File: src/rtl/elementwise_mul_ctrl.sv
`default_nettype none
// ============================================================================
// Module      : elementwise_mul_ctrl
// Description : Row-streaming sequencer for a 4x4 element-wise multiplier.
//               Optional done counter enabled by macro ELEMWISE_CTRL_CNT_EN.
// Revision    : 1.0 - initial release
// ============================================================================
module elementwise_mul_ctrl #(
   parameter int W     = 8,
   parameter int CNT_W = 16
) (
   input  logic              clk,
   input  logic              rstn,
   input  logic              i_clear,
   input  logic              i_in_valid,
   output logic              o_in_ready,
   input  logic [4*W-1:0]    i_row_u,
   input  logic [4*W-1:0]    i_row_v,
   output logic [16*W-1:0]   o_mtx_u,
   output logic [16*W-1:0]   o_mtx_v,
   input  logic [32*W-1:0]   i_mtx_m,
   output logic              o_out_valid,
   input  logic              i_out_ready,
   output logic [8*W-1:0]    o_row_m,
`ifdef ELEMWISE_CTRL_CNT_EN
   output logic [CNT_W-1:0]  o_done_cnt,
`endif
   output logic              o_busy
);

   localparam logic [1:0] c_LOAD  = 2'd0;
   localparam logic [1:0] c_CALC  = 2'd1;
   localparam logic [1:0] c_DRAIN = 2'd2;

   logic [1:0]        r_state;
   logic [1:0]        r_row;
   logic [16*W-1:0]   r_mtx_u;
   logic [16*W-1:0]   r_mtx_v;
   logic [32*W-1:0]   r_result;
   int unsigned       w_row_idx;
   logic              w_last_out;

   assign w_row_idx   = 32'(r_row);
   assign o_in_ready  = (r_state == c_LOAD);
   assign o_out_valid = (r_state == c_DRAIN);
   assign o_busy      = (r_state != c_LOAD);
   assign o_mtx_u     = r_mtx_u;
   assign o_mtx_v     = r_mtx_v;
   assign o_row_m     = r_result[w_row_idx*8*W +: 8*W];
   // Final accepted output beat of a matrix; a same-cycle clear cancels it.
   assign w_last_out  = !i_clear && (r_state == c_DRAIN) && i_out_ready && (r_row == 2'd3);

   always_ff @(posedge clk or negedge rstn) begin
      if (!rstn) begin
         r_state  <= c_LOAD;
         r_row    <= 2'd0;
         r_mtx_u  <= '0;
         r_mtx_v  <= '0;
         r_result <= '0;
      end else if (i_clear) begin
         r_state <= c_LOAD;
         r_row   <= 2'd0;
      end else begin
         case (r_state)
            c_LOAD: begin
               if (i_in_valid) begin
                  r_mtx_u[w_row_idx*4*W +: 4*W] <= i_row_u;
                  r_mtx_v[w_row_idx*4*W +: 4*W] <= i_row_v;
                  r_row <= r_row + 2'd1;
                  if (r_row == 2'd3) begin
                     r_state <= c_CALC;
                  end
               end
            end
            c_CALC: begin
               r_result <= i_mtx_m;
               r_state  <= c_DRAIN;
            end
            c_DRAIN: begin
               if (i_out_ready) begin
                  r_row <= r_row + 2'd1;
                  if (r_row == 2'd3) begin
                     r_state <= c_LOAD;
                  end
               end
            end
            default: begin
               r_state <= c_LOAD;
               r_row   <= 2'd0;
            end
         endcase
      end
   end

`ifdef ELEMWISE_CTRL_CNT_EN
   logic [CNT_W-1:0] r_done_cnt;

   always_ff @(posedge clk or negedge rstn) begin
      if (!rstn) begin
         r_done_cnt <= '0;
      end else if (w_last_out) begin
         r_done_cnt <= r_done_cnt + CNT_W'(1);
      end
   end

   assign o_done_cnt = r_done_cnt;
`else
   localparam int c_unused_cnt_w = CNT_W;
   logic w_unused_last_out;
   assign w_unused_last_out = w_last_out;
`endif

endmodule
`default_nettype wire

File: config.mk
export PLATFORM = sky130hd
export DESIGN_NAME = elementwise_mul_ctrl
export DESIGN_NICKNAME = d
export VERILOG_FILES = /design/src/rtl/elementwise_mul_ctrl.sv
export SDC_FILE = /design/constraint.sdc
export NUM_CORES = 1
export LEC_CHECK = 0
export ABC_AREA = 1
export CORE_AREA = 2 2 252 254
export DETAILED_ROUTE_END_ITERATION = 12
export DIE_AREA = 0 0 254 256
export PLACE_DENSITY = 0.75
export SLEW_MARGIN = 10
export SYNTH_ARGS = -nofsm -noshare
export SYNTH_HDL_FRONTEND = slang
export SYNTH_SLANG_ARGS = --single-unit
File: constraint.sdc
create_clock -name clk -period 3.7 [get_ports clk]
set_input_delay 0.74 -clock clk [delete_from_list [all_inputs] [get_ports clk]]
set_output_delay 0.74 -clock clk [all_outputs]
set_load 0.01 [all_outputs]
Word level (Yosys, flattened, before mapping)

Index checks and enable logic that the tools add are counted.

Mux-type cells: 12
$add $sub $neg: 2
Reduce and logical (&&, ||, !) cells: 6
Equal/unequal tests: 8
Bitwise gates (word level): 1
Shift operators: 4

Operators by type and width:

| operator                  | number |
|---|---|
| $bwmux 128                | 2 |
| $shiftx 256x9->64         | 1 |
| $shiftx 32x34->128        | 2 |
| $shift 32x34->128 const A | 1 |
| $neg 7->34                | 1 |
| $mux 2                    | 8 |
| $pmux 2 s3                | 2 |
| $ne 3x2->1 const B        | 3 |
| $reduce_and 3->1          | 2 |
| $eq 2x2->1 const B        | 2 |
| $reduce_and 4->1          | 1 |
| $ne 3x3->1 const B        | 1 |
| $add 2x1->2 const B       | 1 |
| $eq 2x1->1 const B        | 1 |
| $logic_not 2->1           | 1 |
| $ne 2x2->1 const B        | 1 |
| $reduce_and 2->1          | 1 |
| $reduce_bool 2->1         | 1 |
| $not 1->1                 | 1 |

Bits of input ports: 325
Register bits: 516
Output and inout bits: 323
Logic and storage cells: 38

Logic depth before layout (Yosys ltp)

Gate-level depths: netlist of run 1.

Depth in word-level cells: 5
Gate-level depth with buffers: 13
Depth with buffers taken out: 8

Worst setup path after synthesis of run 1

No wires, ideal clock.

Kind: flip-flop to flip-flop
Start point: register r_row[0]
End point: register r_mtx_u[64] (netlist: o_mtx_u[64])
Library setup time: 0.116 ns
Cell stages (with the launch flop): 14
Clock period less this slack: 2.219 ns
Slack: 1.481 ns
Data arrival time: 2.102 ns
Data required time: 3.584 ns
Cell sequence: dfrtp_1 > buf_2 > inv_2 > buf_2 > buf_2 > ha_1 > inv_2 > nor2_4 > nand2_2 > buf_2 > buf_2 > nor2_1 > nand2_1 > nand2_1

Word-level cells in the longest chain between the ends: 3
Elaborated cells on any way between the ends: 4
Those cells by class: 1 x add/sub; 2 x shift; 1 x mux

RTL lines:

| what                                                    | line | source |
|---|---|---|
| from (decl)                                             | 36   | `logic [1:0] r_row;` |
| from (signal assigned)                                  | 69   | `r_row <= r_row + 2'd1;` |
| from (signal assigned)                                  | 81   | `r_row <= r_row + 2'd1;` |
| $neg 7->34 (*)                                          | 67   | `r_mtx_u[w_row_idx*4*W +: 4*W] <= i_row_u;` |
| $shiftx 32x34->128 or $shift 32x34->128 (tied branches) | 67   |  |
| $bwmux 128 (*)                                          | 67   |  |
| to (signal, indexed assignment)                         | 67   |  |
| to (decl)                                               | 37   | `logic [16*W-1:0] r_mtx_u;` |

Every way passes the cells marked *; elsewhere a longest branch is shown, timed or not.
A chain may end at the register's enable or synchronous reset.

Worst setup path after layout of run 1

Start point: register r_row[1]
End point: output port o_row_m[32]

Word-level cells in the longest chain between the ends: 1

RTL lines:

| what              | line | source |
|---|---|---|
| $shiftx 256x9->64 | 49   | `assign o_row_m = r_result[w_row_idx*8*W +: 8*W];` |
| to (decl)         | 24   | `output logic [8*W-1:0] o_row_m,` |

No other way between the ends.

==> results of run 1 <==
-- logic make-up after synthesis --
| logic type | synth area share |
|---|---|
| simple gates | 0.309 |
| fa+ha+maj | 0.00268 |
| flops | 0.554 |
| buf+inv | 0.0475 |
| compound gates | 0.0873 |
-- cell usage in the layout (no fill, tap or decap) --
cell type,count
nor3_1,1
nand2_4,1
nand4_4,1
inv_8,1
nand4_1,8
clkinv_2,10
ha_4,1
nand3_1,324
clkbuf_8,12
o21ai_0,215
clkbuf_16,57
clkdlybuf4s50_1,644
dfrtp_1,513
clkbuf_1,9
inv_2,5
dfrtp_4,2
o22ai_1,64
buf_12,22
buf_8,1
nand2_2,1
clkinvlp_4,4
diode_2,9
inv_6,2
nor2_4,3
ha_1,3
dfrtp_2,1
o21ai_1,112
nor2_1,312
buf_4,28
inv_1,12
clkinv_4,3
nand2_1,1147
bufinv_16,5
ha_2,1
-- critical path, cell delays in order, from the launching register on --
cell	delay [ns]
dfrtp_2	0.41
inv_2	0.38
buf_4	0.36
o21ai_0	0.13
o22ai_1	0.27
clkdlybuf4s50_1	0.61
-- metal layers --
layer	up-vias	global-route usage	share of wire
li1	10600	-	-
met1	10800	0.311	0.39
met2	1097	0.402	0.46
met3	223	0.0713	0.10
met4	20	0.111	0.045
met5	-	0	0.0017
-- cells in the mapped netlist (all sizes together) --
cell / number
clkbuf: 140
nor3: 1
inv: 18
buf: 103
nand4: 9
o22ai: 64
nor2: 315
nand2: 1149
ha: 5
nand3: 324
o21ai: 327
dfrtp: 516
-- flip-flops by register name, summed over array words and instances, names as in the netlist --
| name | cells |
|---|---|
| r_result | 256 |
| o_mtx_u | 128 |
| o_mtx_v | 128 |
| r_row | 2 |
| r_state | 2 |
-- metrics by stage --
stage               total power (W)   util  hold slack (ns)
global route                 0.0190  0.520            0.249
detailed placement           0.0124  0.489            0.453
floorplan                   0.00980      -            0.437
CTS                          0.0182  0.519            0.240
global placement             0.0123  0.489            0.449
finish                       0.0181  0.520            0.212
-- worst min-delay path by stage --
stage                     depth (start not counted)                      start                   endpoint
after floorplan                                   0                       rstn     o_mtx_u[0]$_DFFE_PN0P_
after global placement                            2  r_result[143]$_DFFE_PN0P_  r_result[143]$_DFFE_PN0P_
after detailed placement                          2   r_result[91]$_DFFE_PN0P_   r_result[91]$_DFFE_PN0P_
after CTS                                         1                       rstn    o_mtx_v[86]$_DFFE_PN0P_
after global routing                              1                       rstn    o_mtx_v[86]$_DFFE_PN0P_
final                                             1                       rstn    o_mtx_v[86]$_DFFE_PN0P_
-- where the power goes --
part	switching, W	internal [W]
clock network	0.00238	0.00341
logic	0.00291	0.00206
registers	0.000646	0.00670
-- what timing repair did --
item                                    in CTS  in global routing
endpoints found under the setup margin       0                  1
hold endpoints to repair                     0                  0
setup buffers                                0                  0
resized for setup                            0                  1
hold buffers                                 0                  0
-- final cells by class --
class                   instances  area (um2)  share of cell area
clock inverters                24         274             0.00845
diodes                          9        22.5            0.000694
flip-flops and latches        516       12900               0.398
well taps                     846        1060              0.0326
inverters                      18        75.1             0.00231
clock buffers                  78        1630              0.0501
repair buffers                695        7110               0.219
multi-input cells            2194        9340               0.288
==> flow_metrics.env, run 1 <==
export IMPL_avgSynthCellArea_um2=7.85
export IMPL_r2r_slack_ns=1.00
export IMPL_grt_pass1_wl_um=127000
export IMPL_final_setup_viol_count=0
export IMPL_insertion_delay_ns=0.60
export IMPL_worst_pin_slew_ns=1.20
export IMPL_maxSlewHeadroom=0.199
export IMPL_drt_total_wl_um=83400
export IMPL_maxSlewViolCount=0
export IMPL_crit_arrival_ns=2.78
export IMPL_grt_pass1_vias=21800
export IMPL_timing_fmax_mhz=284
export IMPL_finalCritPeriodShare=0.951
export IMPL_reg2regPathDepth=8
export IMPL_cts_tree="done"
export IMPL_finalInstanceArea_um2=32400
export IMPL_place_area_um2=30500
export IMPL_finClkSkew_ns=0.0114
export IMPL_clockRootBuffer="clkbuf_16"
export IMPL_routabilityCongestion=0.872
export IMPL_drtAntennaViolNets=0
export IMPL_cp_max_fo=24
export IMPL_cellPowerDensity_nw_per_um2=558
export IMPL_rsz0062_at_grt="false"
export IMPL_ir_drop_uv=347
export IMPL_yosysUniqueCellTypes=20
export IMPL_netlist_instances=2971
export IMPL_firstDrtPassIters=6
export IMPL_p_leak_nw=15.0
export IMPL_dp_hpwl_um=54200
export IMPL_num_vias=22800
export IMPL_track_usage=0.250
export IMPL_synth_area_um2=23300
export IMPL_initial_core_util=0.374
export IMPL_hold_violations=0
export IMPL_ctsLongestPathBuffers=3
export IMPL_setup_ws_ns=0.182
export IMPL_fin_crit_ns=3.52
export IMPL_cts_max_level=2
export IMPL_portBuffers=647
export IMPL_place_ws_ns=0.758
export IMPL_syn_num_nets=3301
export IMPL_clock_sinks=516
export IMPL_hp_class="in -> async"
export IMPL_synth_top_area_frac=0.554
export IMPL_grt_antenna_before_repair=20
export IMPL_die_height_um=256
export IMPL_setup_tns_ns=0
export IMPL_seq_area_frac_synth=0.554
export IMPL_dp_cells=4269
export IMPL_fillers=5790
export IMPL_yosysWarnings=0
export IMPL_clk_pin_slew_ns=0.06
export IMPL_vias_per_cell=5.21
export IMPL_grt_max_degree=258
export IMPL_end_kind="primary output"
export IMPL_crit_end="o_row_m[32]"
export IMPL_row_count=92
export IMPL_drtIter0Drc=1899
export IMPL_synth_seq_cells=516
export IMPL_design_portCount=648
export IMPL_grt_overflow_total=0
export IMPL_status="complete, no violations"
export IMPL_reg2reg_from="r_row[1]$_DFFE_PN0P_"
export IMPL_ys_top_cells_by_area="dfrtp_1, nand2_1, nand3_1, nor2_1, o21ai_0"
export IMPL_wl_per_cell_um=19.0
export IMPL_die_w_um=254
export IMPL_dieArea_um2=65000
export IMPL_r2r_end="o_mtx_v[58]$_DFFE_PN0P_"
export IMPL_cp_start_kind="flop"
export IMPL_cp_startpoint="r_row[1]$_DFFE_PN0P_"
export IMPL_path_class="reg -> out"
export IMPL_synth_top_area_cell="dfrtp_1"
export IMPL_critPathRequiredTime_ns=2.96
export IMPL_max_cap_viol_count=0
export IMPL_cts_made_buffers=55
export IMPL_finalNetCount=3810
export IMPL_drive_gt1_frac=0.0457
export IMPL_coreArea_um2=62400
export IMPL_fin_cells=4380
export IMPL_drc=0
export IMPL_syn_to_final_growth_pct=39.0
Power figures use the tool's default switching activity.
==> run 2: changes to the inputs <==
--- a/config.mk
+++ b/config.mk
@@ -6,10 +6,11 @@
 export NUM_CORES = 1
 export LEC_CHECK = 0
 export ABC_AREA = 1
-export CORE_AREA = 2 2 252 254
+export CELL_PAD_IN_SITES_DETAIL_PLACEMENT = 2
+export CELL_PAD_IN_SITES_GLOBAL_PLACEMENT = 2
+export CORE_UTILIZATION = 29
 export DETAILED_ROUTE_END_ITERATION = 12
-export DIE_AREA = 0 0 254 256
-export PLACE_DENSITY = 0.75
+export PLACE_DENSITY = 0.95
 export SLEW_MARGIN = 10
 export SYNTH_ARGS = -nofsm -noshare
 export SYNTH_HDL_FRONTEND = slang
==> run 2 against run 1 <==
Die area grew 25%. Routed wire length grew 51%. Register-to-register slack got worse by 0.71 ns. Clock skew rose by 0.023 ns. Fmax decreased by 1.3%. Power is 6.3% higher. Count of clock-buffer cells in the layout grew 19. Cell count grew 5.1%. Clock power rose by 5.3%. Largest cell class unchanged.
==> flow_metrics.env, run 2 (synthesis gave the netlist of run 1 again) <==
export IMPL_drive_gt1_frac=0.0463
export IMPL_final_setup_viol_count=0
export IMPL_grt_pass1_vias=28700
export IMPL_drtAntennaViolNets=0
export IMPL_clockRootBuffer="clkbuf_16"
export IMPL_crit_arrival_ns=2.82
export IMPL_worst_pin_slew_ns=1.04
export IMPL_drt_total_wl_um=126000
export IMPL_postCtsSetupBuffers=0
export IMPL_max_cap_viol_count=0
export IMPL_status="complete, no violations"
export IMPL_crit_end="o_row_m[18]"
export IMPL_cts_max_level=2
export IMPL_design_portCount=648
export IMPL_reg2reg_from="r_row[0]$_DFFE_PN0P_"
export IMPL_syn_to_final_growth_pct=40.7
export IMPL_wl_per_cell_um=27.3
export IMPL_final_common_cell="nand2_1"
export IMPL_die_height_um=286
export IMPL_place_ws_ns=0.586
export IMPL_die_w_um=286
export IMPL_grt_overflow_total=0
export IMPL_hold_violations=0
export IMPL_cp_max_fo=70
export IMPL_maxSlewHeadroom=0.304
export IMPL_dp_cells=4483
export IMPL_grt_antenna_before_repair=26
export IMPL_finish_utilization=0.414
export IMPL_end_kind="primary output"
export IMPL_cp_start_kind="flop"
export IMPL_initial_core_util=0.294
export IMPL_portBuffers=647
export IMPL_cts_tree="done"
export IMPL_clk_pin_slew_ns=0.06
export IMPL_ctsLongestPathBuffers=3
export IMPL_track_usage=0.300
export IMPL_dp_hpwl_um=75300
export IMPL_largest_reg_flops=256
export IMPL_finalNetCount=3827
export IMPL_p_leak_nw=15.1
export IMPL_rsz0062_at_grt="false"
export IMPL_hp_class="in -> async"
export IMPL_critPathRequiredTime_ns=2.96
export IMPL_clock_sinks=516
export IMPL_grt_max_degree=202
export IMPL_routabilityCongestion=0.883
export IMPL_regMostFlops="r_result"
export IMPL_ir_drop_uv=402
export IMPL_fin_cells=4604
export IMPL_mostFrequentLayoutCells="nand2_1, clkdlybuf4s50_1, dfrtp_1"
export IMPL_total_power_w=0.0193
export IMPL_row_count=103
export IMPL_cts_made_buffers=61
export IMPL_final_seq_area_um2=12900
export IMPL_drtIter0Drc=1843
export IMPL_reg2regPathDepth=9
export IMPL_maxSlewViolCount=0
export IMPL_multi_input_area_um2=9330
export IMPL_dieArea_um2=81600
export IMPL_num_vias=25000
export IMPL_cellPowerDensity_nw_per_um2=587
export IMPL_r2r_end="o_mtx_u[119]$_DFFE_PN0P_"
export IMPL_coreArea_um2=79300
export IMPL_cp_startpoint="r_row[0]$_DFFE_PN0P_"
export IMPL_insertion_delay_ns=0.64
export IMPL_finalCritPeriodShare=0.963
export IMPL_path_class="reg -> out"
export IMPL_fin_crit_ns=3.56
export IMPL_fillers=8679
export IMPL_vias_per_cell=5.44
export IMPL_grt_pass1_wl_um=187000
export IMPL_finClkSkew_ns=0.0340
export IMPL_firstDrtPassIters=5
export IMPL_drc=0
export IMPL_setup_ws_ns=0.137
export IMPL_r2r_slack_ns=0.29
export IMPL_setup_tns_ns=0
export IMPL_timing_fmax_mhz=281
## run 2: metrics by stage
| step | area, um2 | hold WS (ns) |
|---|---|---|
| finish | 32800 | 0.133 |
| global route | 32800 | 0.185 |
| CTS | 32800 | 0.187 |
| detailed placement | 30800 | 0.454 |
| global placement | 30800 | 0.449 |
| floorplan | 23300 | 0.437 |
## run 2: where the power goes
group / switching [W] / internal (W)
sequential: 0.000818 / 0.00671
clock: 0.00268 / 0.00344
combinational: 0.00354 / 0.00208
## run 2: layout make-up
cell class              count  share of cell area
diodes                     12            0.000915
clock buffers              97              0.0559
clock inverters            11             0.00282
inverters                  18             0.00248
multi-input cells        2194               0.284
flip-flops and latches    516               0.394
well taps                1050              0.0400
repair buffers            706               0.220
## run 2: timing repair
| action | CTS | global route |
|---|---|---|
| pin swaps | 0 | 0 |
| hold buffers | 0 | 0 |
| gates resized for setup | 4 | 2 |
| cloned | 0 | 1 |
| endpoints found under the hold margin | 0 | 0 |
| endpoints found under the setup margin | 10 | 5 |
## run 2: critical path, cell delays in order (launching register included)
cell and delay (ns):
dfrtp_4 0.55, clkinv_8 0.26, buf_12 0.26, o21ai_0 0.12
o22ai_1 0.29, clkdlybuf4s50_1 0.61
## run 2: worst min-delay path by stage
stage,startpoint,to,slack [ns],depth (start not counted)
after global routing,rstn,o_mtx_v[31]$_DFFE_PN0P_,0.19,1
after detailed placement,r_result[185]$_DFFE_PN0P_,r_result[185]$_DFFE_PN0P_,0.45,2
after CTS,rstn,o_mtx_v[92]$_DFFE_PN0P_,0.19,1
after floorplan,rstn,o_mtx_u[0]$_DFFE_PN0P_,0.44,0
final,rstn,o_mtx_v[123]$_DFFE_PN0P_,0.13,1
after global placement,r_result[153]$_DFFE_PN0P_,r_result[153]$_DFFE_PN0P_,0.45,2
## run 2: layer usage
layer / routed length, um / global-route usage
met5: 185 / 0
met4: 6330 / 0.145
met3: 8910 / 0.0700
met2: 64200 / 0.538
met1: 45900 / 0.332
==> run 3: changes to the inputs <==
--- a/config.mk
+++ b/config.mk
@@ -10,7 +10,9 @@
 export CELL_PAD_IN_SITES_GLOBAL_PLACEMENT = 2
 export CORE_UTILIZATION = 29
 export DETAILED_ROUTE_END_ITERATION = 12
+export MAX_ROUTING_LAYER = met4
 export PLACE_DENSITY = 0.95
+export SETUP_SLACK_MARGIN = 0.05
 export SLEW_MARGIN = 10
 export SYNTH_ARGS = -nofsm -noshare
 export SYNTH_HDL_FRONTEND = slang
==> run 3 against run 2 <==
Core utilization grew 0.052 points. Register-to-register slack better by 0.15 ns. Flip-flop and latch count did not move. First-iteration DRC count fell by 1.4%. Largest power group unchanged. Design area increased by 0.13%. Power increased by 0.14%. Clock power about the same. Clock skew fell by 0.0034 ns. Global-route usage is 1.2 points higher. Setup slack worse by 0.0043 ns.
==> flow_metrics.env, run 3 (synthesis gave the netlist of run 1 again) <==
export IMPL_finish_utilization=0.415
export IMPL_finalInstanceArea_um2=32900
export IMPL_routabilityCongestion=0.898
export IMPL_coreArea_um2=79300
export IMPL_row_count=103
export IMPL_hold_ws_ns=0.127
export IMPL_worst_pin_slew_ns=1.17
export IMPL_drtAntennaViolNets=0
export IMPL_die_w_um=286
export IMPL_vias_per_cell=5.42
export IMPL_drtIter0Drc=1817
export IMPL_track_usage=0.311
export IMPL_multi_input_area_um2=9330
export IMPL_met1_usage=0.337
export IMPL_clk_pin_slew_ns=0.06
export IMPL_finClkSkew_ns=0.0306
export IMPL_busiest_layer="met2"
export IMPL_cellPowerDensity_nw_per_um2=587
export IMPL_clock_sinks=516
export IMPL_final_setup_viol_count=0
export IMPL_largest_reg_flops=256
export IMPL_cts_made_buffers=61
export IMPL_cts_max_level=2
export IMPL_cp_start_kind="flop"
export IMPL_path_class="reg -> out"
export IMPL_drc=0
export IMPL_hold_violations=0
export IMPL_grt_overflow_total=0
export IMPL_dp_hpwl_um=75300
export IMPL_rsz0062_at_grt="false"
export IMPL_fin_crit_ns=3.57
export IMPL_final_common_cell="nand2_1"
export IMPL_cts_tree="done"
export IMPL_grt_max_degree=202
export IMPL_met3_usage=0.0669
export IMPL_regMostFlops="r_result"
export IMPL_cp_max_fo=70
export IMPL_wl_per_cell_um=27.3
export IMPL_ctsLongestPathBuffers=3
export IMPL_grt_antenna_before_repair=23
export IMPL_initial_core_util=0.294
export IMPL_finalCritPeriodShare=0.964
export IMPL_ir_drop_uv=404
export IMPL_insertion_delay_ns=0.63
export IMPL_clockRootBuffer="clkbuf_16"
export IMPL_maxSlewViolCount=0
export IMPL_max_cap_viol_count=0
export IMPL_place_area_um2=30800
export IMPL_drt_total_wl_um=126000
export IMPL_setup_tns_ns=0
export IMPL_crit_arrival_ns=2.83
export IMPL_portBuffers=647
export IMPL_maxSlewHeadroom=0.222
export IMPL_fillers=8685
export IMPL_hold_buffers=0
export IMPL_dieArea_um2=81600
export IMPL_firstDrtPassIters=5
export IMPL_grt_pass1_vias=28800
export IMPL_drive_gt1_frac=0.0463
export IMPL_timing_fmax_mhz=280
export IMPL_status="complete, no violations"
export IMPL_design_portCount=648
export IMPL_syn_to_final_growth_pct=40.9
export IMPL_mostFrequentLayoutCells="nand2_1, clkdlybuf4s50_1, dfrtp_1"
export IMPL_use_met2=0.540
export IMPL_finalNetCount=3827
export IMPL_hp_class="in -> async"
export IMPL_num_vias=25000
export IMPL_die_height_um=286
export IMPL_critPathRequiredTime_ns=2.96
export IMPL_end_kind="primary output"
export IMPL_grt_pass1_wl_um=188000
export IMPL_p_leak_nw=15.1
export IMPL_final_seq_area_um2=12900
[run 3: cell types whose count changed in the layout (fill, tap and decap cells not counted), sizes merged]
cell | previous run | this run
buf | 59 | 58
clkinv | 8 | 6
bufbuf | 0 | 1
inv | 18 | 20
diode | 12 | 24
[run 3: critical path, cell delays in order, from the launching register on]
cell	delay, ns
dfrtp_4	0.56
inv_12	0.27
buf_12	0.26
o21ai_0	0.12
o22ai_1	0.27
clkdlybuf4s50_1	0.61
[run 3: what timing repair did]
action,in CTS,in global routing
gates resized for setup,5,1
cloned,1,0
setup buffers,0,0
setup endpoints to repair,27,1
[run 3: stage by stage]
step	instances	total power (W)	setup WS, ns
2_1_floorplan	2971	0.00980	1.48
3_3_place_gp	4483	0.0124	0.568
3_5_place_dp	4483	0.0128	0.586
4_1_cts	4592	0.0193	0.0675
5_1_grt	4615	0.0200	0.0576
6_report	4616	0.0193	0.132
[run 3: final timing paths]
check	startpoint	to	slack, ns	depth (start not counted)
max in group asynchronous	rstn	o_mtx_u[28]$_DFFE_PN0P_	2.40	3
min in group clk	r_result[79]$_DFFE_PN0P_	r_result[79]$_DFFE_PN0P_	0.47	2
max	r_row[0]$_DFFE_PN0P_	o_row_m[18]	0.13	5
min reg2reg	r_result[79]$_DFFE_PN0P_	r_result[79]$_DFFE_PN0P_	0.47	2
max reg2reg	r_row[0]$_DFFE_PN0P_	o_mtx_u[119]$_DFFE_PN0P_	0.44	9
min	rstn	o_mtx_v[123]$_DFFE_PN0P_	0.13	1
[run 3: report_power, final]
| group | switching, W | internal (W) | total (W) |
|---|---|---|---|
| clock network | 0.00268 | 0.00344 | 0.00612 |
| registers | 0.000822 | 0.00671 | 0.00753 |
| logic | 0.00354 | 0.00209 | 0.00563 |
| total | 0.00705 | 0.0122 | 0.0193 |
[run 3: layer usage]
layer	share of wire	vias up	wire length, um
li1	-	10600	-
met1	0.37	13000	46600
met2	0.51	1078	64700
met3	0.067	321	8470
met4	0.050	0	6310
met5	0	-	0
[run 3: area by class of cell]
| cell class | instances | share of cell area |
|---|---|---|
| multi-input combinational | 2194 | 0.284 |
| clock inverter | 11 | 0.00282 |
| timing repair buffer | 706 | 0.220 |
| inverter | 18 | 0.00251 |
| clock buffer | 97 | 0.0558 |
| tap | 1050 | 0.0400 |
| antenna | 24 | 0.00183 |
| sequential | 516 | 0.393 |
